**src/rtl/riscv_test_monitor_if.sv**
```systemverilog
// Retire / writeback / verdict bundle between the core-side stream and the
// end-of-test monitor.
//   master : drives start, retire_*, wb_*; observes the verdict outputs
//   slave  : the monitor; consumes the stream and drives done, passed,
//            status, fail_code, cycle_count, retire_count
interface riscv_test_monitor_if;
  logic        start;
  logic        retire_valid;
  logic [31:0] retire_pc;
  logic        wb_en;
  logic [4:0]  wb_addr;
  logic [31:0] wb_data;
  logic        done;
  logic        passed;
  logic [2:0]  status;
  logic [30:0] fail_code;
  logic [31:0] cycle_count;
  logic [31:0] retire_count;

  modport master (
    output start, retire_valid, retire_pc, wb_en, wb_addr, wb_data,
    input  done, passed, status, fail_code, cycle_count, retire_count
  );

  modport slave (
    input  start, retire_valid, retire_pc, wb_en, wb_addr, wb_data,
    output done, passed, status, fail_code, cycle_count, retire_count
  );
endinterface

```
**src/rtl/riscv_test_monitor.sv**
```systemverilog
// End-of-test detector for the riscv-tests flow. Shadows gp from the
// writeback stream, evaluates the verdict when the pass/fail landing PC
// retires, and also declares TIMEOUT (too many RUN cycles) or HANG (same PC
// retiring repeatedly). The verdict is sticky until rst.
// Ports:
//   clk  : system clock, all state on rising edge
//   rst  : synchronous active-high reset
//   bus  : riscv_test_monitor_if.slave
//          in  start, retire_valid, retire_pc, wb_en, wb_addr, wb_data
//          out done, passed, status (0 IDLE,1 RUN,2 PASS,3 FAIL,4 TIMEOUT,
//              5 HANG), fail_code (gp[31:1] at FAIL), cycle_count,
//              retire_count
module riscv_test_monitor #(
  parameter logic [31:0] PASS_PC    = 32'h0000_0044,
  parameter int unsigned MAX_TICKS  = 5000,
  parameter int unsigned HANG_LIMIT = 16,
  parameter logic [4:0]  GP_IDX     = 5'd3
) (
  input logic                  clk,
  input logic                  rst,
  riscv_test_monitor_if.slave  bus
);

  typedef enum logic [2:0] {
    IDLE    = 3'd0,
    RUN     = 3'd1,
    PASS    = 3'd2,
    FAIL    = 3'd3,
    TIMEOUT = 3'd4,
    HANG    = 3'd5
  } state_t;

  localparam logic [31:0] TIMEOUT_AT = 32'(MAX_TICKS - 1);
  localparam logic [31:0] HANG_AT    = 32'(HANG_LIMIT);

  state_t      state, state_next;
  logic [31:0] gp_shadow;
  logic [31:0] cycle_count, cycle_count_next;
  logic [31:0] retire_count, retire_count_next;
  logic [31:0] last_pc, last_pc_next;
  logic [31:0] hang_count, hang_count_next;
  logic [30:0] fail_code, fail_code_next;

  logic        gp_write;
  logic [31:0] eff_gp;
  logic        pass_hit;
  logic        other_retire;
  logic [31:0] hang_step;

  // x0 writes never reach the shadow, even if GP_IDX were overridden to 0.
  assign gp_write     = bus.wb_en && (bus.wb_addr == GP_IDX) && (bus.wb_addr != '0);
  assign eff_gp       = gp_write ? bus.wb_data : gp_shadow;
  assign pass_hit     = bus.retire_valid && (bus.retire_pc == PASS_PC);
  assign other_retire = bus.retire_valid && (bus.retire_pc != PASS_PC);
  assign hang_step    = (bus.retire_pc == last_pc) ? hang_count + 32'd1 : 32'd1;

  always_ff @(posedge clk) begin
    if (rst) state <= IDLE;
    else     state <= state_next;
  end

  always_comb begin
    state_next        = state;
    cycle_count_next  = cycle_count;
    retire_count_next = retire_count;
    last_pc_next      = last_pc;
    hang_count_next   = hang_count;
    fail_code_next    = fail_code;
    case (state)
      IDLE: begin
        if (bus.start) state_next = RUN;
      end
      RUN: begin
        // Counters include the cycle that produces the verdict.
        if (cycle_count != '1) cycle_count_next = cycle_count + 32'd1;
        if (bus.retire_valid && (retire_count != '1))
          retire_count_next = retire_count + 32'd1;

        if (pass_hit) begin
          if (eff_gp == 32'd1) begin
            state_next = PASS;
          end else begin
            state_next     = FAIL;
            fail_code_next = eff_gp[31:1];
          end
        end else begin
          if (other_retire) begin
            hang_count_next = hang_step;
            last_pc_next    = bus.retire_pc;
          end
          if (other_retire && (hang_step == HANG_AT))
            state_next = HANG;
          else if (cycle_count == TIMEOUT_AT)
            state_next = TIMEOUT;
        end
      end
      default: ;
    endcase
  end

  always_ff @(posedge clk) begin
    if (rst) begin
      cycle_count  <= '0;
      retire_count <= '0;
      last_pc      <= '0;
      hang_count   <= '0;
      fail_code    <= '0;
    end else begin
      cycle_count  <= cycle_count_next;
      retire_count <= retire_count_next;
      last_pc      <= last_pc_next;
      hang_count   <= hang_count_next;
      fail_code    <= fail_code_next;
    end
  end

  // gp is tracked in every state so a late writeback is never lost.
  always_ff @(posedge clk) begin
    if (rst)           gp_shadow <= '0;
    else if (gp_write) gp_shadow <= bus.wb_data;
  end

  assign bus.status       = state;
  assign bus.done         = (state == PASS) || (state == FAIL) ||
                            (state == TIMEOUT) || (state == HANG);
  assign bus.passed       = (state == PASS);
  assign bus.fail_code    = fail_code;
  assign bus.cycle_count  = cycle_count;
  assign bus.retire_count = retire_count;

endmodule

```
**src/flat_wrapper.sv**
```systemverilog
// flat-port wrapper written by rule: the top's interface ports become plain ports
module riscv_test_monitor_flat 
#(
  parameter logic [31:0] PASS_PC    = 32'h0000_0044,
  parameter int unsigned MAX_TICKS  = 5000,
  parameter int unsigned HANG_LIMIT = 16,
  parameter logic [4:0]  GP_IDX     = 5'd3
)
  (clk, rst, bus_start, bus_retire_valid, bus_retire_pc, bus_wb_en, bus_wb_addr, bus_wb_data, bus_done, bus_passed, bus_status, bus_fail_code, bus_cycle_count, bus_retire_count);
  riscv_test_monitor_if bus_i ();
  input logic clk;
  input logic rst;
  input wire logic [$bits(bus_i.start)-1:0] bus_start;
  input wire logic [$bits(bus_i.retire_valid)-1:0] bus_retire_valid;
  input wire logic [$bits(bus_i.retire_pc)-1:0] bus_retire_pc;
  input wire logic [$bits(bus_i.wb_en)-1:0] bus_wb_en;
  input wire logic [$bits(bus_i.wb_addr)-1:0] bus_wb_addr;
  input wire logic [$bits(bus_i.wb_data)-1:0] bus_wb_data;
  output wire logic [$bits(bus_i.done)-1:0] bus_done;
  output wire logic [$bits(bus_i.passed)-1:0] bus_passed;
  output wire logic [$bits(bus_i.status)-1:0] bus_status;
  output wire logic [$bits(bus_i.fail_code)-1:0] bus_fail_code;
  output wire logic [$bits(bus_i.cycle_count)-1:0] bus_cycle_count;
  output wire logic [$bits(bus_i.retire_count)-1:0] bus_retire_count;
  assign bus_i.start = bus_start;
  assign bus_i.retire_valid = bus_retire_valid;
  assign bus_i.retire_pc = bus_retire_pc;
  assign bus_i.wb_en = bus_wb_en;
  assign bus_i.wb_addr = bus_wb_addr;
  assign bus_i.wb_data = bus_wb_data;
  assign bus_done = bus_i.done;
  assign bus_passed = bus_i.passed;
  assign bus_status = bus_i.status;
  assign bus_fail_code = bus_i.fail_code;
  assign bus_cycle_count = bus_i.cycle_count;
  assign bus_retire_count = bus_i.retire_count;
  riscv_test_monitor #(.PASS_PC(PASS_PC), .MAX_TICKS(MAX_TICKS), .HANG_LIMIT(HANG_LIMIT), .GP_IDX(GP_IDX)) u_core (.clk(clk), .rst(rst), .bus(bus_i));
endmodule
```
**config.mk**
```make
export PLATFORM = sky130hd
export DESIGN_NAME = riscv_test_monitor_flat
export DESIGN_NICKNAME = d
export VERILOG_FILES = /design/src/rtl/riscv_test_monitor_if.sv /design/src/rtl/riscv_test_monitor.sv /design/src/flat_wrapper.sv
export SDC_FILE = /design/constraint.sdc
export NUM_CORES = 1
export LEC_CHECK = 0
export ABC_AREA = 0
export CAP_MARGIN = 10
export CORE_MARGIN = 2
export CORE_UTILIZATION = 65
export CTS_BUF_LIST = sky130_fd_sc_hd__clkbuf_8
export CTS_CLUSTER_SIZE = 25
export DETAILED_ROUTE_END_ITERATION = 6
export DONT_BUFFER_PORTS = 1
export PLACE_DENSITY = 0.81
export SYNTH_ARGS = -nofsm -noshare
export SYNTH_HDL_FRONTEND = slang
export SYNTH_SLANG_ARGS = --single-unit
```
**constraint.sdc**
```tcl
create_clock -name clk -period 3.7 [get_ports clk]
set_input_delay 0.37 -clock clk [delete_from_list [all_inputs] [get_ports clk]]
set_output_delay 0.37 -clock clk [all_outputs]
set_load 0.02 [all_outputs]
```
# After elaboration in Yosys (flattened, before gate mapping)

Cells that the tools add are included.

Bits in registers: 194
Word-level logic and storage cells: 53

Add/subtract/negate cells: 3
Bitwise logic cells: 2
Muxes and demuxes: 8
Equal/unequal tests: 16
Reduce and logical (&&, ||, !) cells: 17

Operators with widths:

| operator                | count |
|---|---|
| $add A32 B1 Y32 const B | 3 |
| $mux W32                | 2 |
| $ne A32 B32 Y1 const B  | 2 |
| $eq A32 B1 Y1 const B   | 1 |
| $eq A32 B13 Y1 const B  | 1 |
| $eq A32 B32 Y1          | 1 |
| $eq A32 B5 Y1 const B   | 1 |
| $eq A32 B7 Y1 const B   | 1 |
| $ne A32 B7 Y1 const B   | 1 |
| $mux W3                 | 4 |
| $reduce_and A3 Y1       | 3 |
| $eq A3 B2 Y1 const B    | 2 |
| $eq A3 B3 Y1 const B    | 2 |
| $logic_and A1 B1 Y1     | 6 |
| $pmux W3 S2             | 1 |
| $eq A5 B2 Y1 const B    | 1 |
| $reduce_bool A5 Y1      | 1 |
| $ne A4 B1 Y1 const B    | 1 |
| $reduce_and A2 Y1       | 2 |
| $eq A3 B1 Y1 const B    | 1 |
| $logic_not A3 Y1        | 1 |
| $logic_or A1 B1 Y1      | 3 |
| $ne A2 B2 Y1 const B    | 1 |
| $not A1 Y1              | 2 |
| 2 further kinds         | 2 |

# Depth between registers and ports, before layout

Gate-level depths: netlist (run 1).

Word-level depth: 8
Gate-level depth with buffers: 10
Depth with buffers taken out: 8

# Least setup slack after synthesis (run 1)

OpenSTA, ideal clock, no wires.

Kind: reg2reg
From: register u_core.retire_count[19] (netlist: u_core.bus.retire_count[19])
To: register u_core.retire_count[13] (netlist: u_core.bus.retire_count[13])
Cell stages (with the launch flop): 9
Setup slack: 1.429 ns
Arrival: 2.144 ns
Period minus slack after synthesis: 2.271 ns
Setup time: 0.128 ns
Path through: dfxtp_1 > and4_4 > nand4_4 > or4_4 > o21a_1 > buf_6 > and3_1 > xnor2_1 > nor2_1

Longest elaborated chain between the ends: 3

RTL lines:

| element                            | line                      | source |
|---|---|---|
| from (decl)                        | riscv_test_monitor.sv:39  | `logic [31:0] retire_count, retire_count_next;` |
| from (signal assigned)             | riscv_test_monitor.sv:110 | `retire_count <= retire_count_next;` |
| $ne A32 B32 Y1                     | riscv_test_monitor.sv:76  | `if (bus.retire_valid && (retire_count != '1))` |
| $logic_and A1 B1 Y1                | riscv_test_monitor.sv:76  |  |
| $reduce_and A2 Y1 (no source line) | -                         |  |

Every way passes these cells.
A chain may end at the register's enable or synchronous reset.

# Final worst setup path (run 1)

From: register u_core.last_pc[28]
To: register u_core.hang_count[9]

Longest elaborated chain between the ends: 2

RTL lines:

| element                | line                      | source |
|---|---|---|
| from (decl)            | riscv_test_monitor.sv:40  | `logic [31:0] last_pc, last_pc_next;` |
| from (signal assigned) | riscv_test_monitor.sv:111 | `last_pc <= last_pc_next;` |
| $eq A32 B32 Y1         | riscv_test_monitor.sv:55  | `assign hang_step = (bus.retire_pc == last_pc) ? hang_count + 32'd1 : 32'd1;` |
| $mux W32               | riscv_test_monitor.sv:55  |  |
| to (signal assigned)   | riscv_test_monitor.sv:112 | `hang_count <= hang_count_next;` |
| to (decl)              | riscv_test_monitor.sv:41  | `logic [31:0] hang_count, hang_count_next;` |

Every way passes these cells.

==> flow_metrics.py, run 1 <==
metrics = {
    "outcome": {
        "status": "complete, no violations",
    },
    "yosys": {
        "synth-edff-count": 0,
        "synth_warnings": 0,
        "ys_seq_area_frac": 0.412,
        "postSynthCellCount": 1133,
        "synth_flop_cell": "dfxtp_1",
        "netlist.area_leader.share": 0.412,
        "synthesis.area_um2": 9440,
        "synth_area_leaders": "dfxtp_1, xnor2_1, nor2_1",
        "synth-seq-cells": 194,
        "synthArstFlopShare": 0,
        "synth_top_area_cell": "dfxtp_1",
        "avgSynthCellArea_um2": 8.33,
        "synth_nets": 1210,
        "synth_cell_type_count": 68,
    },
    "floorplanning": {
        "rows": 44,
        "die_y_um": 124,
        "die_area_um2": 15500,
        "initial_utilization": 0.657,
        "core-area_um2": 14400,
        "ioPinCount": 174,
        "die_w_um": 124,
    },
    "sta": {
        "slew_viol_final": 0,
        "final.setup.tns_ns": 0,
        "slew_headroom": 0.481,
        "worst_pin_slew_ns": 0.779,
        "setup_ws_ns": 0.878,
        "skew_ns": 0.0130,
        "finalCriticalPeriod_ns": 2.82,
        "post-route-period-util": 0.763,
        "fmax_mhz": 354,
        "rsz0062_at_grt": "false",
        "hold_viol_final": 0,
        "setup_viol": 0,
    },
    "cts": {
        "cts_made_buffers": 17,
        "cts_tree": "yes",
        "h-tree-depth": 4,
        "clock_path_buffers": 2,
        "cts_setup_buffers": 0,
        "cts.clk_slew.worst_paths_ns": 0.10,
        "cts_root_buf": "clkbuf_8",
        "cts_resized": 0,
        "clkLatencyLatePin_ns": 0.47,
        "cts_sinks": 194,
    },
    "grt": {
        "gr-total-overflow": 0,
        "grt_pass1_vias": 7410,
        "grt_pass1_wl_um": 36600,
        "grt_use_total": 0.282,
        "grt_antenna_before_repair": 0,
        "grt_max_degree": 191,
    },
    "setup_path": {
        "cp.arrival_ns": 3.22,
        "crit_buf_inv": 0,
        "crit_path_end_kind": "flop",
        "path_cells": "xnor2_1 > nand4_1 > nor4_1 > nand2_1 > nor2_2 > nand4b_1 > a21oi_1",
        "worst_path_max_delay_cell": "nor2_2",
        "cp.required_ns": 4.09,
        "cp_top_family": "simple AND/OR/NAND/NOR gates",
        "crit_path_start": "u_core.last_pc[28]",
        "slowest_delay_ns": 0.71,
        "timing.rr.start": "u_core.last_pc[28]",
        "cp-start-kind": "flop",
        "worst-setup-path-type": "reg2reg",
        "critPathMaxFanout": 16,
    },
    "place": {
        "place_area_um2": 9440,
        "place_inst": 1257,
        "gp_congestion": 0.861,
        "place_hpwl_um": 15000,
        "pre_cts_ws_ns": 0.886,
        "io_buffers": 0,
    },
    "power": {
        "vdd_ir_drop_max_uv": 335,
        "power-per-cell-area_nw_per_um2": 412,
        "p_leak_nw": 3.29,
    },
    "drt": {
        "num_vias": 8084,
        "drtAntennaViolNets": 0,
        "drt-total-wl_um": 22000,
        "drt_iter0_drc": 636,
        "wl_per_cell_um": 17.1,
        "drtPass1Iterations": 6,
        "drc": 0,
        "via_per_inst": 6.27,
    },
    "hold_path": {
        "hp-start": "bus_retire_pc[14]",
        "hold_path.class": "in2reg",
    },
    "finish": {
        "final_common_cell": "dfxtp_1",
        "area_delta_synth_final_pct": 4.51,
        "layout_common_cells": "dfxtp_1, nor2_1, nand2_1",
        "antennaDiodeCount": 0,
        "stdcell_area_um2": 9860,
        "layout-drive-gt1-share": 0.0579,
        "stdcell_count": 1290,
        "fin_nets": 1170,
    },
    "run": {
        "drv_cap": 0,
    },
}
[through the flow]
stage | utilization | power [mW] | hold WS (ns)
2_1_floorplan | - | 2.65 | 0.449
3_3_place_gp | 0.657 | 2.70 | 0.449
3_5_place_dp | 0.657 | 2.71 | 0.455
4_1_cts | 0.686 | 4.08 | 0.0115
5_1_grt | 0.686 | 4.23 | 0.00148
6_report | 0.686 | 4.07 | 0.0254
[worst reg2reg max path, cell delays in order, from the launching register on]
cell      delay [ns]
dfxtp_1         0.33
xnor2_1         0.21
nand4_1         0.12
nor4_1          0.59
nand2_1         0.44
nor2_2          0.71
nand4b_1        0.18
a21oi_1         0.16
[sequential cells by signal, indices dropped and copies added (netlist names)]
| register | count |
|---|---|
| u_core.bus.cycle_count | 32 |
| u_core.bus.retire_count | 32 |
| u_core.gp_shadow | 32 |
| u_core.hang_count | 32 |
| u_core.last_pc | 32 |
| u_core.bus.fail_code | 31 |
| u_core.bus.status | 3 |
[synth_stat cells, types with 10 or more instances]
cell type	n
a211oi_1	34
a21oi_1	82
and2_1	10
and3_1	23
and4_1	10
buf_2	10
clkbuf_1	52
dfxtp_1	194
inv_1	16
mux2i_1	37
nand2_1	117
nand3_1	39
nand3b_1	12
nand4_1	44
nor2_1	153
nor3_1	21
nor4_1	41
nor4b_1	10
o21ai_0	38
or3_1	22
xnor2_1	72
xor2_1	22
[path summary, 6_finish.rpt]
check	depth (start not counted)	endpoint	slack (ns)
worst min-delay path	2	u_core.last_pc[14]	0.03
worst max-delay path	7	u_core.hang_count[9]	0.88
worst max register to register	7	u_core.hang_count[9]	0.88
worst min register to register	2	u_core.last_pc[29]	0.47
[logic make-up after synthesis]
family          synth area share
compound gates             0.126
flops                      0.412
fa+ha+maj                0.00398
simple gates               0.297
mux                       0.0393
buf+inv                   0.0347
xor+xnor                  0.0873
[layer usage]
layer / part of all wire / track usage / up-vias
li1: - / - / 3968
met1: 0.44 / 0.379 / 3824
met2: 0.47 / 0.439 / 255
met3: 0.074 / 0.0820 / 37
met4: 0.021 / 0.0919 / 0
met5: 0 / 0 / -
[area by class of cell]
class	count	area, um2
clock inverter	14	141
timing repair buffer	6	65.1
multi-input combinational	858	5230
fill	1195	4510
clock buffer	18	248
tap	184	230
inverter	16	60.1
sequential	194	3880
[repair_timing]
action	in CTS	in global routing
hold buffers	1	0
endpoints found under the hold margin	190	0
setup endpoints to repair	0	0
[where the power goes]
part           internal (mW)  total [mW]  switching [mW]
clock                  0.574        1.37           0.795
sequential              2.16        2.24          0.0857
combinational          0.160       0.457           0.297
Note: power is estimated with default switching activity, not from simulation.
==> inputs of run 2 (changes only) <==
- clock period: 3.7 -> 2.9 ns (I/O delays scaled with it)
==> run 2 against run 1 <==
Against the previous run: utilization grew 7.6 points; first-iteration DRC count rose by 32%; sequential share of layout area shrank 3.9 points.
==> flow_metrics.py, run 2 (synthesis gave the netlist of run 1 again) <==
metrics = {
    "floorplanning": {
        "die_y_um": 124,
        "initial_utilization": 0.657,
        "ioPinCount": 174,
        "die_w_um": 124,
        "core-area_um2": 14400,
        "die_area_um2": 15500,
        "rows": 44,
    },
    "grt": {
        "grt_pass1_vias": 8593,
        "grt_antenna_before_repair": 0,
        "grt_pass1_wl_um": 43100,
        "gr-total-overflow": 0,
        "grt_use_total": 0.335,
        "grt_max_degree": 146,
    },
    "finish": {
        "area_delta_synth_final_pct": 16.1,
        "fin_nets": 1280,
        "multi_input_area_um2": 5270,
        "final_common_cell": "dfxtp_1",
        "stdcell_count": 1398,
        "layout_common_cells": "dfxtp_1, nor2_1, nand2_1",
        "num-fill-cells": 943,
        "regArea_um2": 3890,
        "antennaDiodeCount": 0,
        "layout-drive-gt1-share": 0.0725,
    },
    "sta": {
        "finalCriticalPeriod_ns": 2.82,
        "setup_ws_ns": 0.0804,
        "slew_headroom": 0.502,
        "hold_viol_final": 0,
        "skew_ns": 0.0142,
        "post-route-period-util": 0.972,
        "final.setup.tns_ns": 0,
        "slew_viol_final": 0,
        "fmax_mhz": 355,
        "rsz0062_at_grt": "true",
        "worst_pin_slew_ns": 0.743,
        "setup_viol": 0,
    },
    "cts": {
        "cts_root_buf": "clkbuf_8",
        "cts_made_buffers": 17,
        "cts.clk_slew.worst_paths_ns": 0.10,
        "cts_sinks": 194,
        "clkLatencyLatePin_ns": 0.47,
        "cts_tree": "yes",
        "h-tree-depth": 4,
        "clock_path_buffers": 2,
    },
    "setup_path": {
        "critPathMaxFanout": 7,
        "crit_buf_inv": 1,
        "cp.arrival_ns": 3.19,
        "crit_path_end_kind": "flop",
        "cp-start-kind": "flop",
        "cp_top_family": "simple AND/OR/NAND/NOR gates",
        "path_cells": "and3_1 > and3_1 > nand2_1 > a2111oi_4 > nand2_1 > xnor2_1 > nor2_1 > dlygate4sd3_1",
        "slowest_delay_ns": 0.55,
        "worst-setup-path-type": "reg2reg",
        "cp.required_ns": 3.27,
        "worst_path_max_delay_cell": "dlygate4sd3_1",
    },
    "drt": {
        "num_vias": 8899,
        "wl_per_cell_um": 18.8,
        "drc": 0,
        "drt-total-wl_um": 26200,
        "drtAntennaViolNets": 0,
        "drtPass1Iterations": 7,
        "via_per_inst": 6.37,
        "drt_iter0_drc": 838,
    },
    "place": {
        "pre_cts_ws_ns": 0.286,
        "place_inst": 1273,
        "io_buffers": 0,
        "gp_congestion": 0.926,
        "place_hpwl_um": 15500,
    },
    "hold_path": {
        "hold_path.class": "in2reg",
    },
    "outcome": {
        "status": "complete, no violations",
    },
    "run": {
        "drv_cap": 0,
    },
    "power": {
        "p_leak_nw": 3.92,
        "power-per-cell-area_nw_per_um2": 484,
        "vdd_ir_drop_max_uv": 368,
    },
}
-- run 2: cell count changes in the layout (fill, tap and decap cells not counted), sizes merged --
cell         previous run  this run
buf                     6        27
dlygate4sd3             0        89
clkbuf                 18        19
bufinv                  1         2
inv                    24        21
clkinvlp                2         1
-- run 2: worst reg2reg max path, stage by stage, from the launching register on --
cell           delay [ns]
dfxtp_1              0.51
and3_1               0.26
and3_1               0.35
nand2_1              0.17
a2111oi_4            0.51
nand2_1              0.14
xnor2_1              0.18
nor2_1               0.06
dlygate4sd3_1        0.55
-- run 2: routing by layer --
layer / vias up / wire [um] / GRT usage
li1: 4182 / - / -
met1: 4249 / 10500 / 0.419
met2: 403 / 12900 / 0.554
met3: 65 / 2120 / 0.0872
met4: 0 / 674 / 0.128
met5: - / 0 / 0
-- run 2: per-stage QoR --
step | instance area, um2 | utilization | hold WS, ns | power, mW
floorplan | 9440 | - | 0.426 | 3.38
global placement | 9580 | 0.666 | 0.374 | 3.47
detailed placement | 9580 | 0.666 | 0.373 | 3.49
CTS | 10900 | 0.757 | 0.000141 | 5.27
global route | 11000 | 0.762 | 0.0114 | 5.48
finish | 11000 | 0.762 | 0.0306 | 5.30
-- run 2: final timing paths --
path	from	to	slack [ns]	cells after the start
worst max-delay path	u_core.bus.cycle_count[5]	u_core.bus.cycle_count[29]	0.08	8
worst min-delay path	bus_wb_data[14]	u_core.gp_shadow[14]	0.03	2
worst max register to register	u_core.bus.cycle_count[5]	u_core.bus.cycle_count[29]	0.08	8
worst min register to register	u_core.last_pc[6]	u_core.last_pc[6]	0.47	2
-- run 2: final cells by class --
cell class / count / area share
Sequential cell: 194 / 0.355
Multi-Input combinational cell: 858 / 0.481
Inverter: 16 / 0.00548
Clock buffer: 19 / 0.0239
Tap cell: 184 / 0.0210
Clock inverter: 11 / 0.0105
Timing Repair Buffer: 116 / 0.103
-- run 2: report_power, final --
| group | total [mW] | switching (mW) | leakage, nW | internal (mW) |
|---|---|---|---|---|
| Combinational | 0.692 | 0.429 | 2.15 | 0.263 |
| Clock | 1.74 | 0.947 | 0.202 | 0.798 |
| Sequential | 2.86 | 0.110 | 1.57 | 2.75 |
-- run 2: timing repair --
item                                   4_1_cts  5_1_grt
endpoints found under the hold margin      192        0
setup endpoints to repair                    0       14
hold buffers                                90        0
gates resized for setup                      0       10
buffers inserted                             0        5
